### config.mk
export PLATFORM = sky130hd
export DESIGN_NAME = bsg_cache_dma_rr_arbiter
export DESIGN_NICKNAME = d
export VERILOG_FILES = /design/src/rtl/bsg_cache_dma_rr_arbiter.sv
export SDC_FILE = /design/constraint.sdc
export NUM_CORES = 1
export LEC_CHECK = 0
export BUFFER_PORTS_ARGS = -buffer_cell sky130_fd_sc_hd__buf_2
export CORE_AREA = 2 2 393 395
export CTS_BUF_LIST = sky130_fd_sc_hd__clkbuf_16
export DETAILED_ROUTE_END_ITERATION = 8
export DIE_AREA = 0 0 395 397
export GPL_ROUTABILITY_DRIVEN = 0
export HOLD_SLACK_MARGIN = 0.1
export PLACE_DENSITY = 0.3
export RECOVER_POWER = 25
export SLEW_MARGIN = 20
export SYNTH_ARGS = -nofsm -noshare
export SYNTH_HDL_FRONTEND = slang
export SYNTH_SLANG_ARGS = --single-unit
export TNS_END_PERCENT = 5
### constraint.sdc
create_clock -name clk_i -period 5.1 [get_ports clk_i]
set_input_delay 1.02 -clock clk_i [delete_from_list [all_inputs] [get_ports clk_i]]
set_output_delay 1.02 -clock clk_i [all_outputs]
set_load 0.1 [all_outputs]
### src/rtl/bsg_cache_dma_rr_arbiter.sv
// Round-robin arbiter sharing one bsg_cache DMA channel (pkt / read data / write data) between caches.
// Latency: 0 cycles on every path; pkt, write data and read data are combinational pass-throughs.
// Backpressure: a pkt is held until dma_pkt_yumi_i; write beats wait on dma_data_yumi_i; read beats wait on the head requester's ready.
//
// Ports:
//   clk_i, reset_n_i                  clock, asynchronous active-low reset
//   req_pkt_i/_v_i/_yumi_o            per-requester DMA pkt (valid/yumi)
//   req_data_o/_v_o/_ready_i          read data back to requesters; data is broadcast, valid is per requester
//   req_data_i/_v_i/_yumi_o           write data from requesters (valid/yumi)
//   dma_pkt_o/_v_o/_yumi_i            granted pkt to the downstream DMA target
//   dma_data_i/_v_i/_ready_o          read data from downstream (valid/ready)
//   dma_data_o/_v_o/_yumi_i           write data to downstream (valid/yumi)
//   grant_cnt_o                       per-requester 32-bit saturating grant counters
//
// Build option: define BSG_CACHE_DMA_ARB_STATS_EN to build the grant counters;
// without it grant_cnt_o is tied to zero.
//
// A pkt is {write_not_read, addr, mask} with write_not_read in the MSB.

module bsg_cache_dma_rr_arbiter #(
  parameter int num_req_p      = 4,
  parameter int addr_width_p   = 30,
  parameter int mask_width_p   = 8,
  parameter int data_width_p   = 64,
  parameter int burst_len_p    = 4,
  parameter int rd_fifo_els_p  = 4,
  localparam int pkt_width_lp  = 1 + addr_width_p + mask_width_p
) (
  input  logic                             clk_i,
  input  logic                             reset_n_i,

  input  logic [num_req_p*pkt_width_lp-1:0] req_pkt_i,
  input  logic [num_req_p-1:0]              req_pkt_v_i,
  output logic [num_req_p-1:0]              req_pkt_yumi_o,

  output logic [num_req_p*data_width_p-1:0] req_data_o,
  output logic [num_req_p-1:0]              req_data_v_o,
  input  logic [num_req_p-1:0]              req_data_ready_i,

  input  logic [num_req_p*data_width_p-1:0] req_data_i,
  input  logic [num_req_p-1:0]              req_data_v_i,
  output logic [num_req_p-1:0]              req_data_yumi_o,

  output logic [pkt_width_lp-1:0]           dma_pkt_o,
  output logic                              dma_pkt_v_o,
  input  logic                              dma_pkt_yumi_i,

  input  logic [data_width_p-1:0]           dma_data_i,
  input  logic                              dma_data_v_i,
  output logic                              dma_data_ready_o,

  output logic [data_width_p-1:0]           dma_data_o,
  output logic                              dma_data_v_o,
  input  logic                              dma_data_yumi_i,

  output logic [num_req_p*32-1:0]           grant_cnt_o
);

  localparam int id_w_lp     = (num_req_p > 1) ? $clog2(num_req_p) : 1;
  localparam int rd_ptr_w_lp = (rd_fifo_els_p > 1) ? $clog2(rd_fifo_els_p) : 1;
  localparam int rd_cnt_w_lp = $clog2(rd_fifo_els_p + 1);
  localparam int beat_w_lp   = (burst_len_p > 1) ? $clog2(burst_len_p) : 1;

  localparam logic [beat_w_lp-1:0]   last_beat_lp   = beat_w_lp'(burst_len_p - 1);
  localparam logic [rd_cnt_w_lp-1:0] rd_full_cnt_lp = rd_cnt_w_lp'(rd_fifo_els_p);
  localparam logic [rd_ptr_w_lp-1:0] rd_last_ptr_lp = rd_ptr_w_lp'(rd_fifo_els_p - 1);
  localparam logic [id_w_lp-1:0]     last_id_lp     = id_w_lp'(num_req_p - 1);

  typedef struct packed {
    logic                    write_not_read;
    logic [addr_width_p-1:0] addr;
    logic [mask_width_p-1:0] mask;
  } dma_pkt_s;

  typedef enum logic [0:0] {
    IDLE_S  = 1'b0,
    WDATA_S = 1'b1
  } state_e;

  dma_pkt_s [num_req_p-1:0]                   req_pkts;
  logic     [num_req_p-1:0][data_width_p-1:0] req_wdata;

  assign req_pkts  = req_pkt_i;
  assign req_wdata = req_data_i;

  // ---------------------------------------------------------------------------
  // State
  // ---------------------------------------------------------------------------
  state_e                                    state_q, state_d;
  logic [id_w_lp-1:0]                        rr_ptr_q, rr_ptr_d;
  logic                                      lock_q, lock_d;
  logic [id_w_lp-1:0]                        lock_id_q, lock_id_d;
  logic [id_w_lp-1:0]                        owner_q, owner_d;
  logic [beat_w_lp-1:0]                      wcnt_q, wcnt_d;
  logic [beat_w_lp-1:0]                      rcnt_q, rcnt_d;
  logic [rd_fifo_els_p-1:0][id_w_lp-1:0]     rd_mem_q, rd_mem_d;
  logic [rd_ptr_w_lp-1:0]                    rd_wptr_q, rd_wptr_d;
  logic [rd_ptr_w_lp-1:0]                    rd_rptr_q, rd_rptr_d;
  logic [rd_cnt_w_lp-1:0]                    rd_cnt_q, rd_cnt_d;

  // ---------------------------------------------------------------------------
  // Packet arbitration
  // ---------------------------------------------------------------------------
  logic                 rd_empty, rd_full;
  logic [num_req_p-1:0] eligible;
  logic                 pick_found;
  logic [id_w_lp-1:0]   pick_id;
  logic [id_w_lp-1:0]   winner_id;
  logic                 winner_v;
  logic                 pkt_fire;
  logic                 rd_push;

  assign rd_empty = (rd_cnt_q == '0);
  assign rd_full  = (rd_cnt_q == rd_full_cnt_lp);

  // Reads need a slot to remember who gets the returning burst; writes never wait.
  always_comb begin
    eligible = '0;
    for (int i = 0; i < num_req_p; i++) begin
      eligible[i] = req_pkt_v_i[i] & (req_pkts[i].write_not_read | ~rd_full);
    end
  end

  // First eligible requester at or after the round-robin pointer.
  always_comb begin
    pick_found = 1'b0;
    pick_id    = '0;
    for (int k = 0; k < num_req_p; k++) begin
      if (!pick_found && eligible[(int'(rr_ptr_q) + k) % num_req_p]) begin
        pick_found = 1'b1;
        pick_id    = id_w_lp'((int'(rr_ptr_q) + k) % num_req_p);
      end
    end
  end

  // Once a pkt has been offered and not taken, keep offering the same one so the
  // downstream never sees the pkt change underneath a pending valid.
  assign winner_id = lock_q ? lock_id_q : pick_id;
  assign winner_v  = lock_q ? eligible[lock_id_q] : pick_found;

  assign dma_pkt_o   = req_pkts[winner_id];
  assign dma_pkt_v_o = reset_n_i & (state_q == IDLE_S) & winner_v;
  assign pkt_fire    = dma_pkt_v_o & dma_pkt_yumi_i;
  assign rd_push     = pkt_fire & ~req_pkts[winner_id].write_not_read;

  always_comb begin
    req_pkt_yumi_o = '0;
    for (int i = 0; i < num_req_p; i++) begin
      req_pkt_yumi_o[i] = pkt_fire & (winner_id == id_w_lp'(i));
    end
  end

  // ---------------------------------------------------------------------------
  // Write data path: owner of the current write burst talks straight to downstream
  // ---------------------------------------------------------------------------
  logic wr_fire;

  assign dma_data_o   = req_wdata[owner_q];
  assign dma_data_v_o = reset_n_i & (state_q == WDATA_S) & req_data_v_i[owner_q];
  assign wr_fire      = dma_data_v_o & dma_data_yumi_i;

  always_comb begin
    req_data_yumi_o = '0;
    for (int i = 0; i < num_req_p; i++) begin
      req_data_yumi_o[i] = wr_fire & (owner_q == id_w_lp'(i));
    end
  end

  // ---------------------------------------------------------------------------
  // Read return path: bursts come back in issue order, so the fifo head owns them
  // ---------------------------------------------------------------------------
  logic [id_w_lp-1:0] rd_head;
  logic               rd_fire;
  logic               rd_pop;

  assign rd_head          = rd_mem_q[rd_rptr_q];
  assign req_data_o       = {num_req_p{dma_data_i}};
  assign dma_data_ready_o = reset_n_i & ~rd_empty & req_data_ready_i[rd_head];
  assign rd_fire          = dma_data_v_i & dma_data_ready_o;
  assign rd_pop           = rd_fire & (rcnt_q == last_beat_lp);

  always_comb begin
    req_data_v_o = '0;
    for (int i = 0; i < num_req_p; i++) begin
      req_data_v_o[i] = reset_n_i & dma_data_v_i & ~rd_empty & (rd_head == id_w_lp'(i));
    end
  end

  // ---------------------------------------------------------------------------
  // Next-state logic
  // ---------------------------------------------------------------------------
  always_comb begin
    state_d   = state_q;
    rr_ptr_d  = rr_ptr_q;
    lock_d    = lock_q;
    lock_id_d = lock_id_q;
    owner_d   = owner_q;
    wcnt_d    = wcnt_q;

    unique case (state_q)
      IDLE_S: begin
        if (pkt_fire) begin
          lock_d   = 1'b0;
          rr_ptr_d = (winner_id == last_id_lp) ? '0 : winner_id + id_w_lp'(1);
          if (req_pkts[winner_id].write_not_read) begin
            owner_d = winner_id;
            wcnt_d  = '0;
            state_d = WDATA_S;
          end
        end else if (dma_pkt_v_o) begin
          lock_d    = 1'b1;
          lock_id_d = winner_id;
        end else begin
          lock_d = 1'b0;
        end
      end
      WDATA_S: begin
        if (wr_fire) begin
          if (wcnt_q == last_beat_lp) begin
            wcnt_d  = '0;
            state_d = IDLE_S;
          end else begin
            wcnt_d = wcnt_q + beat_w_lp'(1);
          end
        end
      end
      default: state_d = IDLE_S;
    endcase
  end

  // Read-order fifo. On a full fifo a read grant is already masked by eligibility,
  // so a same-cycle push and pop can never overflow.
  always_comb begin
    rd_mem_d  = rd_mem_q;
    rd_wptr_d = rd_wptr_q;
    rd_rptr_d = rd_rptr_q;
    rcnt_d    = rcnt_q;
    rd_cnt_d  = rd_cnt_q + rd_cnt_w_lp'(rd_push) - rd_cnt_w_lp'(rd_pop);

    if (rd_push) begin
      rd_mem_d[rd_wptr_q] = winner_id;
      rd_wptr_d = (rd_wptr_q == rd_last_ptr_lp) ? '0 : rd_wptr_q + rd_ptr_w_lp'(1);
    end
    if (rd_fire) begin
      rcnt_d = (rcnt_q == last_beat_lp) ? '0 : rcnt_q + beat_w_lp'(1);
    end
    if (rd_pop) begin
      rd_rptr_d = (rd_rptr_q == rd_last_ptr_lp) ? '0 : rd_rptr_q + rd_ptr_w_lp'(1);
    end
  end

  always_ff @(posedge clk_i or negedge reset_n_i) begin
    if (!reset_n_i) begin
      state_q   <= IDLE_S;
      rr_ptr_q  <= '0;
      lock_q    <= 1'b0;
      lock_id_q <= '0;
      owner_q   <= '0;
      wcnt_q    <= '0;
      rcnt_q    <= '0;
      rd_mem_q  <= '0;
      rd_wptr_q <= '0;
      rd_rptr_q <= '0;
      rd_cnt_q  <= '0;
    end else begin
      state_q   <= state_d;
      rr_ptr_q  <= rr_ptr_d;
      lock_q    <= lock_d;
      lock_id_q <= lock_id_d;
      owner_q   <= owner_d;
      wcnt_q    <= wcnt_d;
      rcnt_q    <= rcnt_d;
      rd_mem_q  <= rd_mem_d;
      rd_wptr_q <= rd_wptr_d;
      rd_rptr_q <= rd_rptr_d;
      rd_cnt_q  <= rd_cnt_d;
    end
  end

  // ---------------------------------------------------------------------------
  // Grant statistics
  // ---------------------------------------------------------------------------
`ifdef BSG_CACHE_DMA_ARB_STATS_EN
  logic [num_req_p-1:0][31:0] grant_cnt_q, grant_cnt_d;

  always_comb begin
    grant_cnt_d = grant_cnt_q;
    for (int i = 0; i < num_req_p; i++) begin
      if (req_pkt_yumi_o[i] && (grant_cnt_q[i] != '1)) begin
        grant_cnt_d[i] = grant_cnt_q[i] + 32'd1;
      end
    end
  end

  always_ff @(posedge clk_i or negedge reset_n_i) begin
    if (!reset_n_i) begin
      grant_cnt_q <= '0;
    end else begin
      grant_cnt_q <= grant_cnt_d;
    end
  end

  assign grant_cnt_o = grant_cnt_q;
`else
  assign grant_cnt_o = '0;
`endif

endmodule

# [Yosys cells after proc, flatten, opt, wreduce, memory -nomap -nowiden]
# Index checks and enable logic that the tools add are counted.
[totals] inputBits=493 ff_bits=27
[op_classes] bitwise_logic=41 addsub=10 n_lt_le_gt_ge=11 muxes=52 n_reduce_logical=18 n_eq_ne=17
[op_table] op="$bmux W64 S2" n=1
[op_table] op="$bmux W39 S2" n=1
[op_table] op="$mux W64" n=1
[op_table] op="$mux W39" n=1
[op_table] op="$mux W2" n=15
[op_table] op="$and A1 B1 Y1" n=29
[op_table] op="$lt A2 B3 Y1 const B" n=7
[op_table] op="$mux W1" n=21
[op_table] op="$eq A2 B2 Y1 const B" n=10
[op_table] op="$bmux W1 S2" n=7
[op_table] op="$add A2 B1 Y2 const B" n=6
[op_table] op="$lt A3 B4 Y1 const B" n=3
[op_table] op="$reduce_and A3 Y1" n=3
[op_table] op="$bwmux W8" n=1
[op_table] op="$eq A2 B1 Y1 const B" n=3
[op_table] op="$logic_not A2 Y1" n=3
[op_table] op="$reduce_or A2 Y1" n=3
[op_table] op="$not A1 Y1" n=5
[op_table] op="$add A2 B2 Y2 const B" n=2
[op_table] op="$bmux W2 S2" n=1
[op_table] op="$demux W2 S2" n=1
[op_table] op="$logic_and A1 B1 Y1" n=4
[op_table] op="$ne A2 B2 Y1 const B" n=2
[op_table] op="$or A1 B1 Y1" n=4
[op_table] op="11 further kinds" n=15

# [Depth between registers and ports, before layout]
[depth] depth_word=23 mapped_depth=17

# [Worst setup path before layout]
# Ideal clock, no wire load.
[synth_timing] path_type="input port to output port" startpoint="input port req_pkt_i[77]" endpoint="output port dma_pkt_o[1]" t_arrival_ns=4.563 path_stages=11 slack_ns=-0.483 n_path_buf=4 cell_sequence="or4b_1 > buf_2 > nand2_1 > nand3_1 > a311o_1 > nand2_2 > buf_2 > buf_2 > buf_2 > mux2i_1 > a21oi_1"
[synth_via] elab_chain_len=17 word_cells_on_any_way=29
[synth_lines] item="from (decl)" line="32" rtl="input logic [num_req_p*pkt_width_lp-1:0] req_pkt_i,"
[synth_lines] item="$or A1 B1 Y1 *" line="120" rtl="eligible[i] = req_pkt_v_i[i] & (req_pkts[i].write_not_read | ~rd_full);"
[synth_lines] item="$and A1 B1 Y1 *" line="120"
[synth_lines] item="$bmux W1 S2" line="129" rtl="if (!pick_found && eligible[(int'(rr_ptr_q) + k) % num_req_p]) begin"
[synth_lines] item="$mux W1 (implied by the code)" line="129"
[synth_lines] item="$mux W1" line="129"
[synth_lines] item="$logic_not A1 Y1" line="129"
[synth_lines] item="$logic_and A1 B1 Y1" line="129"
[synth_lines] item="$mux W1" line="129"
[synth_lines] item="[... 2 more ...]"
[synth_lines] item="$mux W1" line="129"
[synth_lines] item="$logic_not A1 Y1" line="129"
[synth_lines] item="$logic_and A1 B1 Y1" line="129"
[synth_lines] item="$mux W2 *" line="129"
[synth_lines] item="$mux W2 *" line="138" rtl="assign winner_id = lock_q ? lock_id_q : pick_id;"
[synth_lines] item="named net winner_id[1]" line="108" rtl="logic [id_w_lp-1:0] winner_id;"
[synth_lines] item="$bmux W39 S2 *" line="141" rtl="assign dma_pkt_o = req_pkts[winner_id];"
[synth_lines] item="$mux W39 (implied by the code) *" line="141"
[synth_lines] item="to (decl)" line="44" rtl="output logic [pkt_width_lp-1:0] dma_pkt_o,"
# Mark *: on every way through the listed nets, which the timed path passes. The rest lies on a longest branch. The select of a mux whose other input is x is not followed.

# [Final worst setup path]
[layout_timing] startpoint="input port req_pkt_i[77]" endpoint="output port dma_pkt_o[34]"
[layout_via] elab_chain_len=17 word_cells_on_any_way=29
[layout_lines] item="$or A1 B1 Y1 *" line="120"
[layout_lines] item="$and A1 B1 Y1 *" line="120"
[layout_lines] item="$bmux W1 S2" line="129"
[layout_lines] item="$mux W1 (implied by the code)" line="129"
[layout_lines] item="$mux W1" line="129"
[layout_lines] item="$logic_not A1 Y1" line="129"
[layout_lines] item="$logic_and A1 B1 Y1" line="129"
[layout_lines] item="$mux W1" line="129"
[layout_lines] item="$logic_not A1 Y1" line="129"
[layout_lines] item="$logic_and A1 B1 Y1" line="129"
[layout_lines] item="$mux W1" line="129"
[layout_lines] item="$logic_not A1 Y1" line="129"
[layout_lines] item="$logic_and A1 B1 Y1" line="129"
[layout_lines] item="$mux W2 *" line="129"
[layout_lines] item="$mux W2 *" line="138"
[layout_lines] item="$bmux W39 S2 *" line="141"
[layout_lines] item="$mux W39 (implied by the code) *" line="141"
# Mark *: on every way between the ends. The rest lies on a longest branch, timed or not. The select of a mux whose other input is x is not followed.

==> impl_results.md <==
* RSZ-0062 raised after global routing: no
* Warnings from Yosys at 0
* Max cap viols at 0
* Skew-Pair Late Insertion Delay at around 0.27 ns
* Pin count of the biggest net entering global routing at about 70
* Slew @ Worst Pin at roughly 0.98 ns
* Worst path required time at between 4 and 5 ns
* Max_slew headroom at 34.4%
* Drt pass-1 iters at 5
* Worst-case clock buffer depth at 2
* Post-CTS Hold Buffers at 0
* NetSw at about 0.0056 W
* CP arrival at 3.90 ns
* Maximum vdd ir drop at 0.562 mV
* Synth top cells by count: buf_4, mux4_2, nor2_1
* Placement Setup Slack at 0.0330 ns
* Hold WC Path Type: reg2reg
* Tot GR Track Use at 7.04%
* Die Y at ~400 um
* EDFF count, synth at 0
* First-pass GRT wire length at ~72 mm
* Vias in the first global route at roughly 6800
* Post-Syn Instances at a little over 800
* # IOs at just under 1000
* Final Skew at 0.0108 ns
* Switch share at 71.4%
* CTS tree: done
* Initial Utilization at 4.93%
* Clock power share at between 2 and 2.5%
* Grt total ovfl at 0
* Combinational fraction of design power at roughly 92%
* Tcrit/Tclk final at around 96%
* Via/cell ratio at ~2.3
* Fin nets at ~1600
* CTS Root Buffer Type: clkbuf_16
* Status: finished clean
* Chip Width at approximately 400 um
* Crit path launch type: input pin
* Post-Route WL at roughly 59 mm
* Cell taking the most area after synthesis: buf_4
* Final min period at 4.92 ns
* Core area at approximately 150000 sq um
* Port Buffer Count at 546
* Final WS setup at between 0.15 and 0.2 ns
* Fin util at 7.14%
* Final Hold Vio Count at 0
* Netlist Area Pre-Place at around 7500 sq um
* Crit Path Category: in2out
* Remaining DRCs at 0
* Final setup viols at 0
* H-tree levels at 1
* Layout cells sized above 1 at 63.0%
* Initial antenna violation count at a little over 90
* Die area at ~160000 sq um
* Drt wl/cell at 18.6 um
* Initial drt markers at 329
* Hpwl dp at 54.8 mm
* TritonCTS buffer count at 3
* Post-DRT Antenna Nets at 0
* Rows at ~140
* Seq/Total Area, Yosys at 8.96%
* Asr flop ratio synth at between 90% and 100%
* Area grow syn2layout at 44.9%
* Worst-path clk slew at ~0.06 ns
* Netlist cell types at 56
* Max-slew violations at 0
* Static Leak at 4.66 nW
* Clk sinks at 27
* Critical path peak fanout at 15
* Synth Area per Inst at a little over 9 sq um
* Top-count cell post-synth: buf_4
* Synthesis-stage register bit count at 27
* Largest cells by area after synthesis: buf_4, mux4_2, dfrtp_1, mux2_2, mux2i_1
* Seq pwr share at between 5 and 6%
* Crit end category: output port
* Cell area power density at 722 nW/um^2
* Ys flop type: dfrtp_1
* Post-synth top area share at 38.5%
* Routed vias at a little over 7000
* Fmax at ~0.2 GHz
* Reg2Reg Setup Slack at between 0.9 and 1 ns
* Internal power at roughly 0.0023 W
* Overall Power at around 0.0079 W
==> power groups by stage <==
stage | clock network, W | registers [W] | logic (W)
after floorplan | 0 | 0.000372 | 0.00661
after global placement | 0 | 0.000469 | 0.00736
after detailed placement | 0 | 0.000460 | 0.00734
after CTS | 0.000195 | 0.000457 | 0.00736
after global routing | 0.000201 | 0.000477 | 0.00756
final | 0.000186 | 0.000452 | 0.00725
==> cells by family (layout without fill, tap and decap cells) <==
family                     after synthesis  count (layout)  synth area share [%]
and+or+nand+nor                        104             104                  6.64
xor gates and xnor gates                 2               2                 0.232
buffers and inverters                  437             587                  41.2
other                                    1             132                0.0497
AOI/OAI and AO/OA                       84              84                  7.35
muxes                                  158             158                  33.1
DFF                                     27              27                  8.96
adders and majority gates               14              14                  2.42
==> routing by layer <==
metal,global-route usage (%),up-vias,wire [um]
li1,-,2945,-
met1,7.17,3185,19900
met2,13.1,799,29800
met3,3.11,180,6770
met4,1.60,4,2150
met5,0.0303,-,24
==> placed cells by master (no fill, tap or decap), drive strengths merged, types with 5 or more instances in the layout <==
cell type  instances
buf              567
conb             128
mux4              68
mux2              52
nor2              45
a21oi             41
mux2i             38
dfrtp             27
nand2             22
inv               14
ha                13
o21ai             12
and2               7
and3               6
nor3               5
o211ai             5
a21o               5
==> timing repair <==
action                     CTS  global route
setup endpoints to repair    0             1
gates resized for setup      0             1
buffers inserted             0             0
==> state kept, by name, summed over array words and instances, names as in the netlist <==
| name | flops |
|---|---|
| owner_q | 2 |
| wcnt_q | 2 |
| state_q | 1 |
| rd_wptr_q | 2 |
| rr_ptr_q | 2 |
| rd_mem_q | 8 |
| rd_rptr_q | 2 |
| lock_q | 1 |
| lock_id_q | 2 |
| rcnt_q | 2 |
| rd_cnt_q | 3 |
==> critical path, cell delays in order <==
cell     delay [ns]
buf_2          0.13
or4b_1         0.64
nand2_1        0.19
nand3_1        0.09
a311o_1        0.46
nand2_8        0.20
mux2_2         0.37
nor2_1         0.26
buf_4          0.19
a21oi_1        0.04
buf_2          0.30
==> worst paths after layout <==
| check | from | to | depth (start not counted) |
|---|---|---|---|
| max in group asynchronous | reset_n_i | rcnt_q[1]$_DFFE_PN0P_ | 2 |
| min reg2reg | rd_mem_q[5]$_DFFE_PN0P_ | rd_mem_q[5]$_DFFE_PN0P_ | 1 |
| max | req_pkt_i[77] | dma_pkt_o[34] | 11 |
| max reg2reg | rd_cnt_q[1]$_DFF_PN0_ | rd_cnt_q[2]$_DFF_PN0_ | 15 |
| min in group asynchronous | reset_n_i | owner_q[0]$_DFFE_PN0P_ | 1 |
| min | rd_mem_q[5]$_DFFE_PN0P_ | rd_mem_q[5]$_DFFE_PN0P_ | 1 |
==> area by class of cell <==
class | count | area [sq um]
inverters | 15 | 56.3
repair buffers | 568 | 3280
multi-input cells | 490 | 4260
fillers | 18100 | 142000
diodes | 4 | 10.0
flip-flops and latches | 27 | 683
well taps | 2044 | 2560
clock buffers | 3 | 75.1
clock inverters | 1 | 5.00
==> metrics by stage <==
step | hold WS [ns] | cell area [sq um] | TNS, ns | instances
after detailed placement | 0.478 | 10800 | 0 | 3144
after floorplan | 0.459 | 8020 | -16.82 | 954
after global routing | 0.509 | 10900 | 0 | 3149
final | 0.488 | 10900 | 0 | 3152
after CTS | 0.494 | 10900 | 0 | 3148
after global placement | 0.471 | 10800 | 0 | 3144
No activity file was read; power rests on OpenSTA's default activity.
